`src/rtl/rob_commit.sv`:
```
// Reorder buffer and in-order commit stage.
// Out-of-order ALU/MUL completions are captured by ticket. One entry retires per cycle
// in program order. An excepting entry flushes the whole buffer instead of writing back.
module rob_commit #(
    parameter int unsigned ROB_ENTRIES = 8,
    parameter int unsigned ROB_IDX_W   = 3,
    parameter int unsigned DATA_W      = 32,
    parameter int unsigned REG_W       = 5
) (
    input  logic                 clock,
    input  logic                 reset,
    input  logic                 alloc_valid,
    input  logic                 alu_wb_valid,
    input  logic [ROB_IDX_W-1:0] alu_wb_id,
    input  logic                 alu_wb_we,
    input  logic [REG_W-1:0]     alu_wb_rd,
    input  logic [DATA_W-1:0]    alu_wb_data,
    input  logic [DATA_W-1:0]    alu_wb_pc,
    input  logic                 alu_wb_xcpt,
    input  logic [2:0]           alu_wb_xcpt_type,
    input  logic [DATA_W-1:0]    alu_wb_xcpt_addr,
    input  logic                 mul_wb_valid,
    input  logic [ROB_IDX_W-1:0] mul_wb_id,
    input  logic                 mul_wb_we,
    input  logic [REG_W-1:0]     mul_wb_rd,
    input  logic [DATA_W-1:0]    mul_wb_data,
    input  logic [DATA_W-1:0]    mul_wb_pc,
    input  logic                 mul_wb_xcpt,
    input  logic [2:0]           mul_wb_xcpt_type,
    input  logic [DATA_W-1:0]    mul_wb_xcpt_addr,
    output logic                 writeEnRF,
    output logic [DATA_W-1:0]    writeValRF,
    output logic [REG_W-1:0]     destRF,
    output logic [ROB_IDX_W-1:0] write_idRF,
    output logic                 xcpt_valid,
    output logic [DATA_W-1:0]    rmPC,
    output logic [DATA_W-1:0]    rmAddr,
    output logic [2:0]           xcpt_type,
    output logic                 flush_rob,
    output logic                 rob_full,
    output logic                 rob_empty,
    output logic                 overflow_err
);

    localparam logic [ROB_IDX_W:0]   FULL_CNT = (ROB_IDX_W + 1)'(ROB_ENTRIES);
    localparam logic [ROB_IDX_W:0]   CNT_ONE  = (ROB_IDX_W + 1)'(1);
    localparam logic [ROB_IDX_W-1:0] IDX_ONE  = ROB_IDX_W'(1);

    // Entry payload; only the done bits need a reset value.
    logic [ROB_ENTRIES-1:0] r_done;
    logic                   r_we        [ROB_ENTRIES];
    logic [REG_W-1:0]       r_rd        [ROB_ENTRIES];
    logic [DATA_W-1:0]      r_data      [ROB_ENTRIES];
    logic [DATA_W-1:0]      r_pc        [ROB_ENTRIES];
    logic                   r_xcpt      [ROB_ENTRIES];
    logic [2:0]             r_xcpt_type [ROB_ENTRIES];
    logic [DATA_W-1:0]      r_xcpt_addr [ROB_ENTRIES];

    logic [ROB_IDX_W-1:0] r_head;
    logic [ROB_IDX_W:0]   r_count;

    logic                 r_write_en;
    logic [DATA_W-1:0]    r_write_val;
    logic [REG_W-1:0]     r_dest;
    logic [ROB_IDX_W-1:0] r_write_id;
    logic                 r_xcpt_valid;
    logic [DATA_W-1:0]    r_rm_pc;
    logic [DATA_W-1:0]    r_rm_addr;
    logic [2:0]           r_rm_type;
    logic                 r_flush_rob;
    logic                 r_overflow;

    logic                 w_commit;
    logic                 w_xcpt_commit;
    logic                 w_accept;
    logic                 w_alu_wr;
    logic                 w_mul_wr;
    logic                 w_collide;
    logic                 w_alloc;
    logic                 w_full;
    logic                 w_alloc_err;
    logic                 w_err;
    logic [ROB_IDX_W:0]   w_count_next;

    // Commit decision, completion acceptance, occupancy update and error detection.
    always_comb begin
        w_commit      = r_done[r_head] & ~r_flush_rob;
        w_xcpt_commit = w_commit & r_xcpt[r_head];
        // Inputs are dropped in the flush cycle and at the edge that starts the flush.
        w_accept      = ~r_flush_rob & ~w_xcpt_commit;
        w_collide     = alu_wb_valid & mul_wb_valid & (alu_wb_id == mul_wb_id);
        w_alu_wr      = w_accept & alu_wb_valid;
        w_mul_wr      = w_accept & mul_wb_valid & ~w_collide;
        w_alloc       = w_accept & alloc_valid;
        w_full        = (r_count == FULL_CNT);
        w_count_next  = r_count;
        w_alloc_err   = 1'b0;
        if (w_alloc && !w_commit) begin
            if (w_full) begin
                w_alloc_err = 1'b1;
            end else begin
                w_count_next = r_count + CNT_ONE;
            end
        end else if (!w_alloc && w_commit) begin
            w_count_next = r_count - CNT_ONE;
        end
        w_err = w_alloc_err
              | (w_alu_wr & r_done[alu_wb_id])
              | (w_accept & w_collide)
              | (w_mul_wr & r_done[mul_wb_id]);
    end

    // Capture completion payloads; on a shared id the MUL write is suppressed.
    always_ff @(posedge clock) begin
        if (w_alu_wr) begin
            r_we[alu_wb_id]        <= alu_wb_we;
            r_rd[alu_wb_id]        <= alu_wb_rd;
            r_data[alu_wb_id]      <= alu_wb_data;
            r_pc[alu_wb_id]        <= alu_wb_pc;
            r_xcpt[alu_wb_id]      <= alu_wb_xcpt;
            r_xcpt_type[alu_wb_id] <= alu_wb_xcpt_type;
            r_xcpt_addr[alu_wb_id] <= alu_wb_xcpt_addr;
        end
        if (w_mul_wr) begin
            r_we[mul_wb_id]        <= mul_wb_we;
            r_rd[mul_wb_id]        <= mul_wb_rd;
            r_data[mul_wb_id]      <= mul_wb_data;
            r_pc[mul_wb_id]        <= mul_wb_pc;
            r_xcpt[mul_wb_id]      <= mul_wb_xcpt;
            r_xcpt_type[mul_wb_id] <= mul_wb_xcpt_type;
            r_xcpt_addr[mul_wb_id] <= mul_wb_xcpt_addr;
        end
    end

    // Done bits, head/count pointers and the registered commit/exception outputs.
    always_ff @(posedge clock) begin
        if (reset) begin
            r_done       <= '0;
            r_head       <= '0;
            r_count      <= '0;
            r_write_en   <= 1'b0;
            r_write_val  <= '0;
            r_dest       <= '0;
            r_write_id   <= '0;
            r_xcpt_valid <= 1'b0;
            r_rm_pc      <= '0;
            r_rm_addr    <= '0;
            r_rm_type    <= '0;
            r_flush_rob  <= 1'b0;
            r_overflow   <= 1'b0;
        end else begin
            r_write_en   <= 1'b0;
            r_write_val  <= '0;
            r_dest       <= '0;
            r_write_id   <= '0;
            r_xcpt_valid <= 1'b0;
            r_flush_rob  <= 1'b0;
            if (w_xcpt_commit) begin
                r_xcpt_valid <= 1'b1;
                r_flush_rob  <= 1'b1;
                r_rm_pc      <= r_pc[r_head];
                r_rm_addr    <= r_xcpt_addr[r_head];
                r_rm_type    <= r_xcpt_type[r_head];
                r_done       <= '0;
                r_head       <= '0;
                r_count      <= '0;
            end else begin
                if (w_commit) begin
                    r_done[r_head] <= 1'b0;
                    r_write_en     <= r_we[r_head];
                    r_write_val    <= r_data[r_head];
                    r_dest         <= r_rd[r_head];
                    r_write_id     <= r_head;
                    r_head         <= r_head + IDX_ONE;
                end
                // Later assignments win, so a completion landing on the head re-arms it.
                if (w_alu_wr) begin
                    r_done[alu_wb_id] <= 1'b1;
                end
                if (w_mul_wr) begin
                    r_done[mul_wb_id] <= 1'b1;
                end
                r_count <= w_count_next;
            end
            if (w_err) begin
                r_overflow <= 1'b1;
            end
        end
    end

    assign writeEnRF    = r_write_en;
    assign writeValRF   = r_write_val;
    assign destRF       = r_dest;
    assign write_idRF   = r_write_id;
    assign xcpt_valid   = r_xcpt_valid;
    assign rmPC         = r_rm_pc;
    assign rmAddr       = r_rm_addr;
    assign xcpt_type    = r_rm_type;
    assign flush_rob    = r_flush_rob;
    assign rob_full     = w_full;
    assign rob_empty    = (r_count == '0);
    assign overflow_err = r_overflow;

endmodule

```
`config.mk`:
```
export PLATFORM = sky130hd
export DESIGN_NAME = rob_commit
export DESIGN_NICKNAME = d
export VERILOG_FILES = /design/src/rtl/rob_commit.sv
export SDC_FILE = /design/constraint.sdc
export NUM_CORES = 1
export LEC_CHECK = 0
export ABC_AREA = 1
export CAP_MARGIN = 5
export CORE_ASPECT_RATIO = 1.2
export CORE_MARGIN = 8
export CORE_UTILIZATION = 50
export CTS_CLUSTER_SIZE = 30
export DETAILED_ROUTE_END_ITERATION = 8
export PLACE_DENSITY_LB_ADDON = 0.3
export SETUP_SLACK_MARGIN = 0.5
export SLEW_MARGIN = 15
export SYNTH_ARGS = -nofsm -noshare
export SYNTH_HDL_FRONTEND = slang
export SYNTH_SLANG_ARGS = --single-unit
```
`constraint.sdc`:
```
create_clock -name clock -period 7.16 [get_ports clock]
set_input_delay 1.79 -clock clock [delete_from_list [all_inputs] [get_ports clock]]
set_output_delay 1.79 -clock clock [all_outputs]
set_load 0.005 [all_outputs]
```
* Yosys cells after proc, flatten, opt, wreduce, memory -nomap -nowiden *
Memories as Yosys holds them, arrays and structs flattened. A register that Yosys moved wholly into a read port is not among the register bits.
Index checks and enable logic that the tools add are counted.

storage, ports and cells
  bits in writable memories = 848
  word-level logic and storage cells = 91
  ROM bits = 0
  input port bits = 223
  bits in registers = 20
  memories kept = 7
  latch bits = 0
  output and inout port bits = 113

memories
  name         words  width  rd ports  clocked after memory_dff  wr ports  RTL line  RTL
  r_data       8      32     1         1                         2         53        logic [DATA_W-1:0] r_data [ROB_ENTRIES];
  r_pc         8      32     1         1                         2         54        logic [DATA_W-1:0] r_pc [ROB_ENTRIES];
  r_xcpt_addr  8      32     1         1                         2         57        logic [DATA_W-1:0] r_xcpt_addr [ROB_ENTRIES];
  r_rd         8      5      1         1                         2         52        logic [REG_W-1:0] r_rd [ROB_ENTRIES];
  r_xcpt_type  8      3      1         1                         2         56        logic [2:0] r_xcpt_type [ROB_ENTRIES];
  r_we         8      1      1         1                         2         51        logic r_we [ROB_ENTRIES];
  +1 memories  --     --     --        --                        --        --

operators by class
  bitwise logic cells = 23
  reduce and logical (&&, ||, !) cells = 12
  mux-type cells = 31
  divide/modulo/power cells = 0
  order comparisons = 6
  eq/ne operators = 3
  add/subtract/negate cells = 3
  $mul = 0
  shift operators = 0

operators by type and width
  operator                                                                              number
  8-bit 2-to-1 mux                                                                      7
  8-bit OR                                                                              2
  1-bit 2-to-1 mux                                                                      13
  1-bit bitwise AND                                                                     12
  3-bit by 4-bit < comparator with 1-bit output (second input constant)                 3
  4-bit 2-to-1 mux                                                                      3
  1-bit binary-select mux with 3-bit select                                             3
  1-bit demux with 3-bit select                                                         3
  3-bit by 1-bit greater-or-equal comparator with 1-bit output (second input constant)  3
  8-bit bitwise AND                                                                     1
  8-bit NOT                                                                             1
  3-bit 2-to-1 mux                                                                      2
  1-bit logical AND                                                                     5
  4-bit by 1-bit adder with 4-bit output (second input constant)                        1
  4-bit == test (second input constant)                                                 1
  4-bit zero test                                                                       1
  1-bit NOT                                                                             4
  4-bit by 1-bit subtractor with 4-bit output (second input constant)                   1
  3-bit by 1-bit adder with 3-bit output (second input constant)                        1
  3-bit == test                                                                         1
  1-bit OR                                                                              3
  3-bit OR reduction                                                                    1
  1-bit zero test                                                                       2
  2-bit inequality test (second input constant)                                         1
  other kinds (3)                                                                       3

* Depth between registers and ports, before layout *
Gate-level depths: netlist of run 1.

  word-level depth = 15
  gate-level depth with buffers = 16
  depth with buffers taken out = 15

* Worst setup path after synthesis of run 1 *
Ideal clock, no wire load.

  path kind = input port to flip-flop
  start = input port mul_wb_id[0]
  end = memory r_data[6][0], enable pin
  setup time = 0.468 ns
  arrival = 5.273 ns
  slack = 1.418 ns
  required time = 6.692 ns
  stages on the path = 8
  path buffers = 2
  path through = buf_2 > inv_2 > o211ai_1 > nor3_1 > nor2_2 > nand3_2 > buf_2 > nand2_1

RTL lines
  item         RTL line  RTL
  from (decl)  23        input logic [ROB_IDX_W-1:0] mul_wb_id,
  to (decl)    53

==> results.md, run 1 <==
* Outcome: complete, no violations
* Share of layout cells above drive strength 1 at 4.52%
* Syn_area_per_cell at 9.49 sq um
* Finish-stage setup viols at 0
* Ys flop type: edfxtp_1
* Overall Power at 15.4 mW
* Busiest metal layer after global routing: met2
* Worst Skew at 0.0356 ns
* Fin util at 57.7%
* Vias in the first global route at 34000
* Worst Path Required at 7.45 ns
* Placer Congestion at 0.842
* Cell total after placement at 5864
* TritonCTS clock tree: built
* Syn nets at 5005
* Detailed-route via count at 35100
* CORE AREA at 90200 sq um
* Die W at 291 um
* CTS Buf Count at 99
* Clock sinks at 976
* P_leak at 19.6 nW
* Hold Slack at 0.450 ns
* Synthesis-to-finish area growth at 14.8%
* Max Fclk at 203 MHz
* CTS max path bufs at 3
* Worst r2r path cells at 11
* R2r setup slk at 2.59 ns
* Post-synth EDFFs at 848
* Hold depth at 2
* Worst-path maximum fanout at 51
* Asr flop ratio synth at 0%
* Leading cell type in the layout, fill and taps excluded: o21ai_0
* Critical path startpoint category: input pin
* Overflow after GRT at 0
* Crit Path Class: input pin to register
* Distinct cells, synth at 29
* RSZ-0062 raised after global routing: no
* Final std cells w/o fill at 6058
* DRC errors left at 0
* Final max-slew violation count at 0
* Iteration-0 DRC Markers at 3777
* Vias per inst at 5.80
* Met1 global-route usage at 31.3%
* First-pass GRT wire length at 197 mm
* Sw power at 4.63 mW
* Max-slew headroom at 22.0%
* Register area share after synthesis at 61.8%
* Total track usage at 24.6%
* Full die area at 101000 sq um
* Slew at the pin closest to its max-slew limit at 1.17 ns
* Crit path time final at 4.94 ns
* Clk root buf: clkbuf_16
* # IOs at 336
* HPWL Detailed at 70.3 mm
* Worst setup EP type: register
* Worst R2R End: rmAddr[22]
* Postcts setup bufs at 0
* Post-Route WL at 128 mm
* Comb power frac at 20.7%
* Met3 Usage GRT at 3.71%
* # hold bufs at CTS at 0
* Int Pwr at 10.8 mW
* Most frequent cells in the layout: o21ai_0, nand2_1, edfxtp_1
* Sequential share of power at 45.5%
* Final Hold Viols at 0
* Hold path startpoint: rmPC[1]
* Min-Delay Endpoint: rmPC[1]
* Period utilisation layout at 69.0%
* H-tree level count at 3
* Hold WC Path Type: register to register
* Row count at 121
* Antenna-violating nets left at 0
* Max rail drop VDD at 0.000245 V
* Clock share of power at 33.9%
* PostCTS Resize Cnt at 0
* CP arrival at 5.23 ns
* Clk_lat worst skew at 0.68 ns
* Met2 Use GR at 42.7%
* Switching Share at 30.0%
* Initial antenna violation count at 11
* First-pass DRT Iterations at 6
* Port Buffer Count at 335
* PD cells at 297 nW/um^2
* Post-Syn Instances at 4778
* # nets final at 5025
* Post-synthesis register bit count at 976
* Critical R2R Launch: r_head[0]
* Synthesis Warnings at 0
* Largest net degree at the start of global routing at 263
* Post-Syn Area at 45300 sq um
* Die Ht at 346 um
* Avg WL per Cell at 21.2 um
* Setup TNS Final at 0 ns
* Starting Density at 50.2%
* Max-cap viol count at 0
* Register clock-pin slew on the reported worst setup and hold paths at 0.06 ns
-- critical path, stage by stage --
cell             delay [ns]
clkdlybuf4s50_1        0.66
inv_2                  0.15
o211ai_1               0.20
nor3_1                 0.09
nor2_2                 0.69
nand3_4                0.62
nand2_4                0.23
buf_4                  0.68
-- sequential cells by signal (all words and copies together) (netlist names), 5 cells and up, named ones only --
name,cells
destRF,5
r_data,256
r_done,8
r_pc,256
r_rd,40
r_we,8
r_xcpt,8
r_xcpt_addr,256
r_xcpt_type,24
rmAddr,32
rmPC,32
writeValRF,32
-- cells by family after synthesis --
| group | synth area share (%) |
|---|---|
| adders and majority gates | 0.127 |
| AOI/OAI and AO/OA | 19.2 |
| and+or+nand+nor | 12.7 |
| buffers and inverters | 6.07 |
| DFF | 61.8 |
| xor gates and xnor gates | 0.0386 |
-- synth_stat cells, types with 4 or more instances --
master,instances,area (sq um)
inv_2,5,18.8
nor2_1,379,1420
o21ai_1,137,686
nand3_2,8,80.1
buf_4,14,105
nand3_1,43,215
clkbuf_2,32,160
inv_1,186,698
buf_1,10,37.5
edfxtp_1,848,25500
a21oi_1,14,70.1
clkbuf_1,214,803
dfxtp_1,128,2560
o21ai_0,1206,6040
o22ai_1,172,1080
buf_2,184,921
nand2_1,1064,3990
a31oi_1,38,238
o21a_1,76,571
nor2_2,4,25.0
-- power by group through the flow --
stage               Clock, mW  Combinational [mW]  Sequential (mW)
finish                   5.23                3.19             7.02
global route             5.51                3.52             7.06
CTS                      5.29                3.18             7.02
detailed placement          0                3.17             7.13
global placement            0                3.10             7.12
floorplan                   0                2.02             7.09
-- layer usage --
layer  share of wire (%)  vias to the layer above
li1                    -                    16700
met1                  40                    16700
met2                  49                     1531
met3                 8.0                      205
met4                 2.9                        6
met5               0.033                        -
-- area by class of cell --
class / count / area, sq um
sequential: 976 / 28000
clock inverter: 51 / 513
fill: 7647 / 38200
inverter: 192 / 734
antenna: 6 / 15.0
clock buffer: 136 / 2760
timing repair buffer: 373 / 3860
multi-input combinational: 3156 / 14700
tap: 1168 / 1460
-- worst max path at each step --
| stage | slack, ns | from | end |
|---|---|---|---|
| 5_1_grt | 2.06 | mul_wb_id[0] | r_data[3][7] |
| 4_1_cts | 2.24 | mul_wb_id[0] | r_data[3][9] |
| 3_5_place_dp | 1.54 | mul_wb_id[0] | r_pc[3][19] |
| 6_report | 2.22 | mul_wb_id[0] | r_pc[3][19] |
| 3_3_place_gp | 1.63 | mul_wb_id[0] | r_pc[3][15] |
| 2_1_floorplan | 1.42 | mul_wb_id[0] | r_data[6][0] |
-- per-stage QoR --
step                worst slack [ns]  cell area, sq um
floorplan                       1.42             45300
finish                          2.22             52100
global placement                1.63             48700
detailed placement              1.54             48700
CTS                             2.24             52000
global route                    2.06             52100
No activity file was read; power rests on OpenSTA's default activity.
==> inputs of run 2 (changes only) <==
==> constraint.sdc (replaced) <==
create_clock -name clock -period 4.75 [get_ports clock]
set_input_delay 1.1875 -clock clock [delete_from_list [all_inputs] [get_ports clock]]
set_output_delay 1.1875 -clock clock [all_outputs]
set_load 0.005 [all_outputs]
==> run 2 against run 1 <==
Against the previous run:
- first-iteration DRC count is 11% higher
- final cell count is 0.59% higher
- worst hold slack worse by 0.00086 ns
- register-to-register slack worse by 1.3 ns
- largest cell class unchanged
- via count is 1.4% higher
- critical endpoint is now rob_full
- power is 53% higher
- die area stayed put
- design area is 1.1% higher
- clock power is 54% higher
==> results.md, run 2 (synthesis results as in run 1) <==
* Clk_lat worst skew at 0.66 ns (-0.02 ns)
* Full die area at 101000 sq um (unchanged)
* Final Hold Viols at 0 (unchanged)
* Die Ht at 346 um (unchanged)
* Cells along the critical path: nor2_1 > inv_1 > nor3_1 > clkdlybuf4s50_1
* Antenna-violating nets left at 0 (unchanged)
* Worst Path Required at 3.56 ns (-3.89 ns)
* Post-Route WL at 133 mm (+3.3%)
* TritonCTS clock tree: built
* Final max-slew violation count at 0 (unchanged)
* Share of layout cells above drive strength 1 at 5.29% (+0.77 points)
* Largest net degree at the start of global routing at 203 (-23%)
* Port Buffer Count at 335 (unchanged)
* Clk root buf: clkbuf_16
* Detailed-route via count at 35600 (+1.4%)
* Postcts setup bufs at 0 (unchanged)
* DRC errors left at 0 (unchanged)
* PostCTS Resize Cnt at 0 (unchanged)
* CTS max path bufs at 3 (unchanged)
* Overall Power at 23.5 mW (+53%)
* Total track usage at 25.4% (+0.78 points)
* Most frequent cells in the layout: o21ai_0, nand2_1, edfxtp_1
* Overflow after GRT at 0 (unchanged)
* Setup TNS Final at 0 ns (unchanged)
* First-pass DRT Iterations at 6 (unchanged)
* Max rail drop VDD at 0.000418 V (+71%)
* Outcome: complete, no violations
* Avg WL per Cell at 21.8 um (+2.7%)
* Vias in the first global route at 34200 (+0.66%)
* # hold bufs at CTS at 0 (unchanged)
* Crit path time final at 3.52 ns
* H-tree level count at 3 (unchanged)
* Die W at 291 um (unchanged)
* Critical path startpoint category: register
* Row count at 121 (unchanged)
* # nets final at 5058 (+0.66%)
* P_leak at 19.9 nW (+1.7%)
* Max Fclk at 284 MHz
* Worst-path maximum fanout at 5 (-90%)
* Crit Path Class: register to output pin
* First-pass GRT wire length at 200 mm (+1.7%)
* CTS Buf Count at 99 (unchanged)
* CP arrival at 2.34 ns (-2.89 ns)
* Register clock-pin slew on the reported worst setup and hold paths at 0.06 ns (about the same)
* Hold WC Path Type: register to register
* Slew at the pin closest to its max-slew limit at 1.16 ns (-0.0126 ns)
* # IOs at 336 (unchanged)
* Worst setup EP type: output pin
* Initial antenna violation count at 17 (+6)
* Placer Congestion at 0.808 (-3.9%)
* CP max-delay cell: clkdlybuf4s50_1
* Max-cap viol count at 0 (unchanged)
* Synthesis-to-finish area growth at 16.2%
* Worst Skew at 0.0210 ns (-0.0146 ns)
* CORE AREA at 90200 sq um (unchanged)
* Top Registers: r_data x256, r_pc x256, r_xcpt_addr x256
* Leading cell type in the layout, fill and taps excluded: o21ai_0
* Iteration-0 DRC Markers at 4208 (+11%)
* Finish-stage setup viols at 0 (unchanged)
* HPWL Detailed at 72.3 mm (+2.9%)
* Worst path max stage delay at 0.63 ns (-0.06 ns)
* RSZ-0062 raised after global routing: no
* Period utilisation layout at 74.2%
* Vias per inst at 5.85 (+0.84%)
* PD cells at 447 nW/um^2 (+51%)
* Starting Density at 50.2% (unchanged)
* Max-slew headroom at 22.8% (+0.84 points)
* Clock sinks at 976 (unchanged)
[run 2: final cells by class]
class                           instances  area [sq um]
Sequential cell                       976         28000
Inverter                              192           734
Fill cell                            7472         37600
Clock buffer                          149          3100
Clock inverter                         35           295
Timing Repair Buffer                  406          4250
Antenna cell                           12          30.0
Tap cell                             1168          1460
Multi-Input combinational cell       3156         14800
[run 2: worst max-delay path, delay by kind of cell, from the launching register on]
family | cells | cell delay [ns]
buffers and inverters | 2 | 0.69
AND/OR/NAND/NOR | 2 | 0.64
flip-flops | 1 | 0.35
[run 2: where the power goes]
group | switching [mW] | leakage [nW] | internal [mW] | total (mW)
clock | 3.32 | 1.67 | 4.72 | 8.04
sequential | 0.308 | 8.81 | 10.2 | 10.6
combinational | 3.38 | 9.45 | 1.57 | 4.95
total | 7.01 | 19.9 | 16.5 | 23.5
[run 2: layer usage]
metal / track usage [%] / share of wire (%) / vias up
li1: - / - / 16800
met4: 9.62 / 3.0 / 12
met1: 31.5 / 39 / 17000
met2: 43.6 / 49 / 1624
met5: 0 / 0.063 / -
met3: 5.03 / 8.6 / 275
[run 2: final timing paths]
path | start | endpoint | slack (ns) | depth (start not counted)
max | r_count[0] | rob_full | 1.23 | 4
min reg2reg | rmAddr[5] | rmAddr[5] | 0.45 | 2
max reg2reg | r_head[0] | writeValRF[4] | 1.30 | 12
min | rmAddr[5] | rmAddr[5] | 0.45 | 2
[run 2: stage by stage]
stage	instances	worst slack, ns	utilization, %	cell area [sq um]	hold slack (ns)
6_report	6094	1.23	58.4	52700	0.449
5_1_grt	6088	1.00	58.3	52600	0.463
4_1_cts	6082	1.17	58.3	52600	0.453
3_5_place_dp	5898	0.729	54.6	49200	0.440
3_3_place_gp	5898	0.846	54.6	49200	0.436
2_1_floorplan	4778	0.645	-	45400	0.447
